--- src/rtl/tdm_demux4.sv ---
// tdm_demux4: 4-lane time-division demultiplexer.
// Takes a serial stream of slot-ordered beats (slot 0 flagged by sof) and
// presents each completed frame as one registered lane vector.
// Optional build macro: FRAME_CNT_EN adds an 8-bit completed-frame counter
// output (frame_cnt).
//
// state | meaning
// HUNT  | searching for an sof beat; non-sof beats are discarded
// SYNC  | aligned; slot tracks the next expected slot index
module tdm_demux4 #(
    parameter int WIDTH = 1
) (
    input  logic                 clk,
    input  logic                 rst,
    input  logic [WIDTH-1:0]     din,
    input  logic                 din_valid,
    input  logic                 sof,
    output logic [4*WIDTH-1:0]   out,
    output logic                 frame_valid,
    output logic [1:0]           slot,
    output logic                 locked,
    output logic                 sync_err
`ifdef FRAME_CNT_EN
    ,
    output logic [7:0]           frame_cnt
`endif
);

    typedef enum logic {
        HUNT = 1'b0,
        SYNC = 1'b1
    } state_t;

    state_t             r_state;
    state_t             w_state_nxt;
    logic [1:0]         r_slot;
    logic [1:0]         w_slot_nxt;
    logic               r_locked;
    logic [WIDTH-1:0]   r_shadow0;
    logic [WIDTH-1:0]   r_shadow1;
    logic [WIDTH-1:0]   r_shadow2;
    logic [4*WIDTH-1:0] r_out;
    logic               r_frame_valid;
    logic               r_sync_err;
    logic               w_load0;
    logic               w_load_mid;
    logic               w_frame_done;
    logic               w_err;

    // Next-state, slot advance and beat routing decisions.
    always_comb begin
        w_state_nxt  = r_state;
        w_slot_nxt   = r_slot;
        w_load0      = 1'b0;
        w_load_mid   = 1'b0;
        w_frame_done = 1'b0;
        w_err        = 1'b0;
        if (din_valid) begin
            case (r_state)
                HUNT: begin
                    if (sof) begin
                        w_load0     = 1'b1;
                        w_slot_nxt  = 2'd1;
                        w_state_nxt = SYNC;
                    end
                end
                SYNC: begin
                    if (sof) begin
                        // An sof beat always restarts the frame; it is only
                        // a violation when a frame was partly collected.
                        w_load0    = 1'b1;
                        w_slot_nxt = 2'd1;
                        w_err      = (r_slot != 2'd0);
                    end else if (r_slot == 2'd0) begin
                        w_err       = 1'b1;
                        w_slot_nxt  = 2'd0;
                        w_state_nxt = HUNT;
                    end else if (r_slot == 2'd3) begin
                        w_frame_done = 1'b1;
                        w_slot_nxt   = 2'd0;
                    end else begin
                        w_load_mid = 1'b1;
                        w_slot_nxt = r_slot + 2'd1;
                    end
                end
                default: begin
                    w_state_nxt = HUNT;
                    w_slot_nxt  = 2'd0;
                end
            endcase
        end
    end

    // State, slot pointer and lock indication registers.
    always_ff @(posedge clk or posedge rst) begin
        if (rst) begin
            r_state  <= HUNT;
            r_slot   <= 2'd0;
            r_locked <= 1'b0;
        end else begin
            r_state  <= w_state_nxt;
            r_slot   <= w_slot_nxt;
            r_locked <= (w_state_nxt == SYNC);
        end
    end

    // Shadow lanes collect slots 0..2; slot 3 goes straight to the output.
    always_ff @(posedge clk or posedge rst) begin
        if (rst) begin
            r_shadow0 <= '0;
            r_shadow1 <= '0;
            r_shadow2 <= '0;
        end else begin
            if (w_load0)
                r_shadow0 <= din;
            if (w_load_mid && (r_slot == 2'd1))
                r_shadow1 <= din;
            if (w_load_mid && (r_slot == 2'd2))
                r_shadow2 <= din;
        end
    end

    // Whole-frame output update and single-cycle status pulses.
    always_ff @(posedge clk or posedge rst) begin
        if (rst) begin
            r_out         <= '0;
            r_frame_valid <= 1'b0;
            r_sync_err    <= 1'b0;
        end else begin
            r_frame_valid <= w_frame_done;
            r_sync_err    <= w_err;
            if (w_frame_done)
                r_out <= {din, r_shadow2, r_shadow1, r_shadow0};
        end
    end

`ifdef FRAME_CNT_EN
    logic [7:0] r_frame_cnt;

    // Completed-frame counter, updated alongside out so the two stay consistent.
    always_ff @(posedge clk or posedge rst) begin
        if (rst)
            r_frame_cnt <= 8'd0;
        else if (w_frame_done)
            r_frame_cnt <= r_frame_cnt + 8'd1;
    end

    assign frame_cnt = r_frame_cnt;
`endif

    assign out         = r_out;
    assign frame_valid = r_frame_valid;
    assign slot        = r_slot;
    assign locked      = r_locked;
    assign sync_err    = r_sync_err;

endmodule

--- config.mk ---
export PLATFORM = sky130hd
export DESIGN_NAME = tdm_demux4
export DESIGN_NICKNAME = d
export VERILOG_FILES = /design/src/rtl/tdm_demux4.sv
export SDC_FILE = /design/constraint.sdc
export NUM_CORES = 1
export LEC_CHECK = 0
export ABC_AREA = 1
export CAP_MARGIN = 20
export CORE_MARGIN = 2
export CORE_UTILIZATION = 35
export DETAILED_ROUTE_END_ITERATION = 16
export GPL_TIMING_DRIVEN = 0
export SLEW_MARGIN = 20
export SYNTH_ARGS = -nofsm -noshare
export SYNTH_HDL_FRONTEND = slang
export SYNTH_SLANG_ARGS = --single-unit
--- constraint.sdc ---
create_clock -name clk -period 1.3 [get_ports clk]
set_input_delay 0.26 -clock clk [delete_from_list [all_inputs] [get_ports clk]]
set_output_delay 0.26 -clock clk [all_outputs]
set_load 0.01 [all_outputs]
==> impl_metrics.ini, run 1 <==
[power]
p_clk_frac = 0.198
post-layout-total-power_w = 0.00149
p_int_w = 0.000976
p_comb_frac = 0.426
p_switching_w = 0.000511
switching_share = 0.344
leakage_nw = 0.473
vdd.ir_drop.worst_mv = 0.768
pwrdens_nw_per_um2 = 1790
share_seq_of_total_power = 0.376

[detailed_routing]
route.antenna.remaining_nets = 0
route.final.wire_length_um = 1110
via_per_inst = 4.76
detailroute.via_count = 490
detail_route.iter0.violations = 3
detail_route.drc_violations = 0
wire_per_inst_um = 10.8
drtPass1Iterations = 4

[worst_setup_path]
path_class = reg -> out
critPathTopFamily = flip-flops
r2r_setup_slack_ns = 0.06
crit-reg2reg-launch = slot[0]$_DFFE_PP0P_
cp_slowest_stage_delay_ns = 0.38
setup.worst_path.end = slot[0]
crit_path_cell_trace = buf_4 -> clkdlybuf4s15_1
required_ns = 1.04
origin_of_the_worst_setup_path = slot[0]$_DFFE_PP0P_
worst-endpoint-arrival_ns = 1.00
timing.reg2reg.worst_path_depth = 8
timing.critical_path.depth = 2
crit_path_max_fanout = 2
timing.critical_path.from_type = flop
timing.critical_path.to_type = output pin
cp_slowest_cell = dfrtp_1
cp.buffers_inverters = 2
critical_path.reg2reg.endpoint = r_shadow1$_DFFE_PP0P_

[floorplanning]
fp.dieArea_um2 = 2030
die_w_um = 45.0
core_area_um2 = 1540
initial_core_util = 0.382
ioPinCount = 14
row_count = 14
chipHeight_um = 45.0

[global_routing]
wire_length_of_the_first_global_routing_pass_um = 1700
gr-total-overflow = 0
antenna_found_initial = 0
grt_max_degree = 13
first_global_vias = 377
grt.total_usage = 0.118

[yosys]
postSynthAreaPerCell_um2 = 9.21
fraction_of_synthesized_cell_area_taken_by_the_top_area_cell_type = 0.510
netlist_top_cells_area = dfrtp_1 51%, nand2_1 15%, ha_1 13%
postSynthRegisterBits = 12
post_synthesis_instance_total = 64
synth_nets = 75
yosysWarnings = 0
synth.yosys.seq_area_share = 0.510
synth_area_um2 = 589
synth_cell_type_count = 13
synth_largest_area_cell = dfrtp_1

[cells_and_area]
nets_finish = 99
fillerInstances = 154
finish.utilization = 0.538
fraction_of_final_layout_cells_sized_beyond_drive_strength_1 = 0.230
antenna_cells = 0
synthToLayoutAreaGrowth_pct = 40.8

[clock_network]
htree_num_levels = 1
cts_root_buf = clkbuf_4
tritoncts = built
clk_pin_slew_worst_paths_ns = 0.08
cts_buffers = 3
clk_latency_ns = 0.27
bufs_on_longest_clock_path = 2
tritoncts_num_sinks = 12

[sta]
worst-slew-pin-transition_ns = 0.459
achievable-frequency_mhz = 792
period_share = 0.971
setup-violations-final = 0
final.hold.worst_slack_ns = 0.293
worst_clock_skew_ns = 0.00558
timing.slew.headroom = 0.694
tns_ns = 0
timing.final.crit_period_ns = 1.26
rsz0062_at_grt = true
hold_viol_final = 0
max_slew_violations = 0

[flow_run]
timing.max_cap.violations = 0

[min_path]
min_path_type = in -> async

[status]
outcome = complete, no violations

[placed_design]
gp_congestion = 0.767
post-dp-hpwl_um = 772
port-buffer-count = 13
## state kept, by name, indices dropped and copies added (netlist names)
register	cells
out	4
slot	2
frame_valid	1
locked	1
r_shadow0	1
r_shadow1	1
r_shadow2	1
sync_err	1
## area by class of cell
class / count / area, µm² / area share
tap: 16 / 20.0 / 0.0241
clock buffer: 4 / 36.3 / 0.0437
multi-input combinational: 43 / 268 / 0.323
inverter: 9 / 36.3 / 0.0437
sequential: 12 / 300 / 0.362
timing repair buffer: 19 / 169 / 0.204
## synthesized netlist by cell type, drive strengths merged
master,instances
nand3,5
inv,9
o21ai,2
nor2,4
ha,6
dfrtp,12
nand2,25
o211ai,1
## placed cells by master, fill, tap and decap left out, types with 2 or more instances in the layout
| cell | count |
|---|---|
| clkbuf_4 | 3 |
| nand3_1 | 5 |
| nand2_1 | 23 |
| clkdlybuf4s50_1 | 4 |
| nor2_1 | 2 |
| dfrtp_1 | 12 |
| buf_4 | 5 |
| ha_1 | 5 |
| dlygate4sd2_1 | 8 |
| inv_1 | 4 |
| o21ai_0 | 2 |
| inv_2 | 4 |
## power by group through the flow
| stage | clock network (W) | registers (W) | logic (W) |
|---|---|---|---|
| finish | 0.000295 | 0.000558 | 0.000633 |
| global route | 0.000328 | 0.000572 | 0.000706 |
| CTS | 0.000308 | 0.000559 | 0.000520 |
| detailed placement | 0 | 0.000583 | 0.000529 |
| global placement | 0 | 0.000584 | 0.000525 |
| floorplan | 0 | 0.000623 | 0.000239 |
## routing by layer
layer | GRT usage | vias up | wire length (µm)
met1 | 0.139 | 228 | 471
met4 | 0.0176 | 0 | 9
met3 | 0.0600 | 2 | 76
met2 | 0.197 | 13 | 554
li1 | - | 247 | -
met5 | 0 | - | 0
## kinds of logic after synthesis
| logic type | Yosys count | share of synthesized area |
|---|---|---|
| compound gates | 3 | 0.0297 |
| fa+ha+maj | 6 | 0.127 |
| buf+inv | 9 | 0.0616 |
| simple gates | 34 | 0.272 |
| flops | 12 | 0.510 |
## through the flow
stage | cell area, µm² | std cells | setup slack (ns)
final | 830 | 103 | 0.0373
after global routing | 830 | 103 | -0.0395
after CTS | 782 | 99 | 0.0179
after detailed placement | 739 | 93 | -0.0330
after global placement | 739 | 93 | -0.0247
after floorplan | 589 | 64 | 0.0810
## worst min path at each step
stage               cells past startpoint  slack, ns                    end
floorplan                               1       0.12  frame_valid$_DFF_PP0_
global placement                        2       0.45     out[3]$_DFFE_PP0P_
detailed placement                      2       0.46     out[1]$_DFFE_PP0P_
CTS                                     2       0.31    slot[1]$_DFFE_PP0P_
global route                            2       0.35  r_shadow1$_DFFE_PP0P_
finish                                  2       0.29  r_shadow1$_DFFE_PP0P_
## worst register-to-register path, stage by stage (launching register included)
cell     delay (ns)
dfrtp_1        0.35
buf_4          0.13
inv_2          0.06
ha_4           0.27
inv_1          0.04
nor2_2         0.11
nand3_1        0.08
nand2_1        0.06
nand2_1        0.04
## timing repair
action / CTS / global route
endpoints found under the setup margin: 9 / 4
pin swaps: 0 / 2
hold buffers: 0 / 0
gates resized for setup: 10 / 5
buffers inserted: 2 / 4
No activity file was read; power rests on OpenSTA's default activity.
==> run 2, diff against run 1 <==
--- a/config.mk
+++ b/config.mk
@@ -6,9 +6,11 @@
 export NUM_CORES = 1
 export LEC_CHECK = 0
 export ABC_AREA = 1
+export ABC_CLOCK_PERIOD_IN_PS = 1300
 export CAP_MARGIN = 20
 export CORE_MARGIN = 2
 export CORE_UTILIZATION = 35
+export CTS_BUF_LIST = sky130_fd_sc_hd__clkbuf_8
 export DETAILED_ROUTE_END_ITERATION = 16
 export GPL_TIMING_DRIVEN = 0
 export SLEW_MARGIN = 20
==> impl_metrics.ini, run 2 (synthesis gave the netlist of run 1 again) <==
[status]
outcome = complete, no violations

[cells_and_area]
layout.cell_area.non_filler_um2 = 821
antenna_cells = 0
fraction_of_final_layout_cells_sized_beyond_drive_strength_1 = 0.190
finish.utilization = 0.532
fillerInstances = 155
ff_latch_area_um2 = 300
layout_common_cells = 23 x nand2_1, 12 x dfrtp_1, 9 x dlygate4sd2_1
multi_input_area_um2 = 268
synthToLayoutAreaGrowth_pct = 39.3
layout.cells.most_common = nand2_1
nets_finish = 96
max_reg_flops = 4
layoutNonFillerInstCount = 100

[placed_design]
place_inst = 93
gp_congestion = 0.767
post-dp-hpwl_um = 772
port-buffer-count = 13
place_area_um2 = 739

[clock_network]
bufs_on_longest_clock_path = 2
clk_pin_slew_worst_paths_ns = 0.05
cts_root_buf = clkbuf_8
htree_num_levels = 1
cts_buffers = 3
tritoncts_num_sinks = 12
tritoncts = built
clk_latency_ns = 0.24
cts_hold_buf = 0

[global_routing]
grt.total_usage = 0.120
grt_max_degree = 13
first_global_vias = 382
gr-total-overflow = 0
antenna_found_initial = 0
wire_length_of_the_first_global_routing_pass_um = 1680

[sta]
achievable-frequency_mhz = 787
worst_clock_skew_ns = 0.00127
worst-slew-pin-transition_ns = 0.460
hold_viol_final = 0
period_share = 0.978
setup-violations-final = 0
timing.final.crit_period_ns = 1.27
timing.slew.headroom = 0.693
max_slew_violations = 0
final.hold.worst_slack_ns = 0.334

[floorplanning]
fp.dieArea_um2 = 2030
chipHeight_um = 45.0
ioPinCount = 14
die_w_um = 45.0
row_count = 14
initial_core_util = 0.382
core_area_um2 = 1540

[worst_setup_path]
crit-reg2reg-launch = slot[0]$_DFFE_PP0P_
timing.reg2reg.worst_path_depth = 7
worst-endpoint-arrival_ns = 1.01
critical_path.reg2reg.endpoint = r_shadow1$_DFFE_PP0P_
cp_slowest_cell = dfrtp_1
cp_slowest_stage_delay_ns = 0.37
timing.critical_path.from_type = flop
cp.buffers_inverters = 2
timing.critical_path.to_type = output pin
r2r_setup_slack_ns = 0.08
required_ns = 1.04
crit_path_max_fanout = 2
path_class = reg -> out
crit_path_cell_trace = buf_4 -> dlygate4sd2_1
critPathTopFamily = buffers and inverters

[power]
vdd.ir_drop.worst_mv = 1.03
pwrdens_nw_per_um2 = 1860
leakage_nw = 0.467

[detailed_routing]
wire_per_inst_um = 11.2
detail_route.drc_violations = 0
drtPass1Iterations = 2
detail_route.iter0.violations = 2
via_per_inst = 4.55
route.final.wire_length_um = 1120
detailroute.via_count = 455
route.antenna.remaining_nets = 0

[flow_run]
timing.max_cap.violations = 0

[min_path]
min_path_type = in -> async
run 2: what timing repair did:
action / 4_1_cts / 5_1_grt
gates resized for setup: 10 / 2
setup buffers: 1 / 2
setup endpoints to repair: 9 / 2
run 2: power breakdown:
part | switching (W) | internal [W] | total [W]
combinational | 0.000304 | 0.000259 | 0.000563
sequential | 0.0000676 | 0.000495 | 0.000563
clock | 0.000134 | 0.000267 | 0.000401
run 2: final cells by class:
class | count | share of cell area
repair buffers | 16 | 0.172
multi-input cells | 43 | 0.326
flip-flops and latches | 12 | 0.366
well taps | 16 | 0.0244
clock buffers | 4 | 0.0671
inverters | 9 | 0.0442
run 2: per-layer routing:
layer | wire (µm) | GRT usage
met2 | 562 | 0.200
met5 | 0 | 0
met1 | 477 | 0.134
met4 | 9 | 0.0353
met3 | 66 | 0.0600
run 2: worst max path at each step:
stage               cells past startpoint                     to                 from  slack [ns]
floorplan                               7  r_shadow1$_DFFE_PP0P_  slot[0]$_DFFE_PP0P_        0.08
global route                            7  r_shadow1$_DFFE_PP0P_  slot[0]$_DFFE_PP0P_       -0.03
CTS                                     8  r_shadow2$_DFFE_PP0P_  slot[1]$_DFFE_PP0P_        0.02
global placement                        6     out[2]$_DFFE_PP0P_            din_valid       -0.02
finish                                  2                slot[1]  slot[1]$_DFFE_PP0P_        0.03
detailed placement                      6     out[2]$_DFFE_PP0P_            din_valid       -0.03
run 2: worst reg2reg max path, delay by kind of cell, from the launching register on:
kind | cells | cell delay (ns)
fa+ha+maj | 1 | 0.29
buf+inv | 2 | 0.17
flops | 1 | 0.39
simple gates | 4 | 0.27
run 2: through the flow:
stage	total power [W]	setup WS, ns	setup TNS, ns
after floorplan	0.000862	0.0810	0
after global placement	0.00111	-0.0247	-0.0919
after detailed placement	0.00111	-0.0330	-0.153
after CTS	0.00149	0.0243	0
after global routing	0.00164	-0.0286	-0.0341
final	0.00153	0.0292	0
==> run 3, diff against run 2 <==
--- a/config.mk
+++ b/config.mk
@@ -11,6 +11,7 @@
 export CORE_MARGIN = 2
 export CORE_UTILIZATION = 35
 export CTS_BUF_LIST = sky130_fd_sc_hd__clkbuf_8
+export CTS_CLUSTER_DIAMETER = 50
 export DETAILED_ROUTE_END_ITERATION = 16
 export GPL_TIMING_DRIVEN = 0
 export SLEW_MARGIN = 20
==> results of run 3 <==
No change in the layout: final DEF, timing and power equal those of run 2.
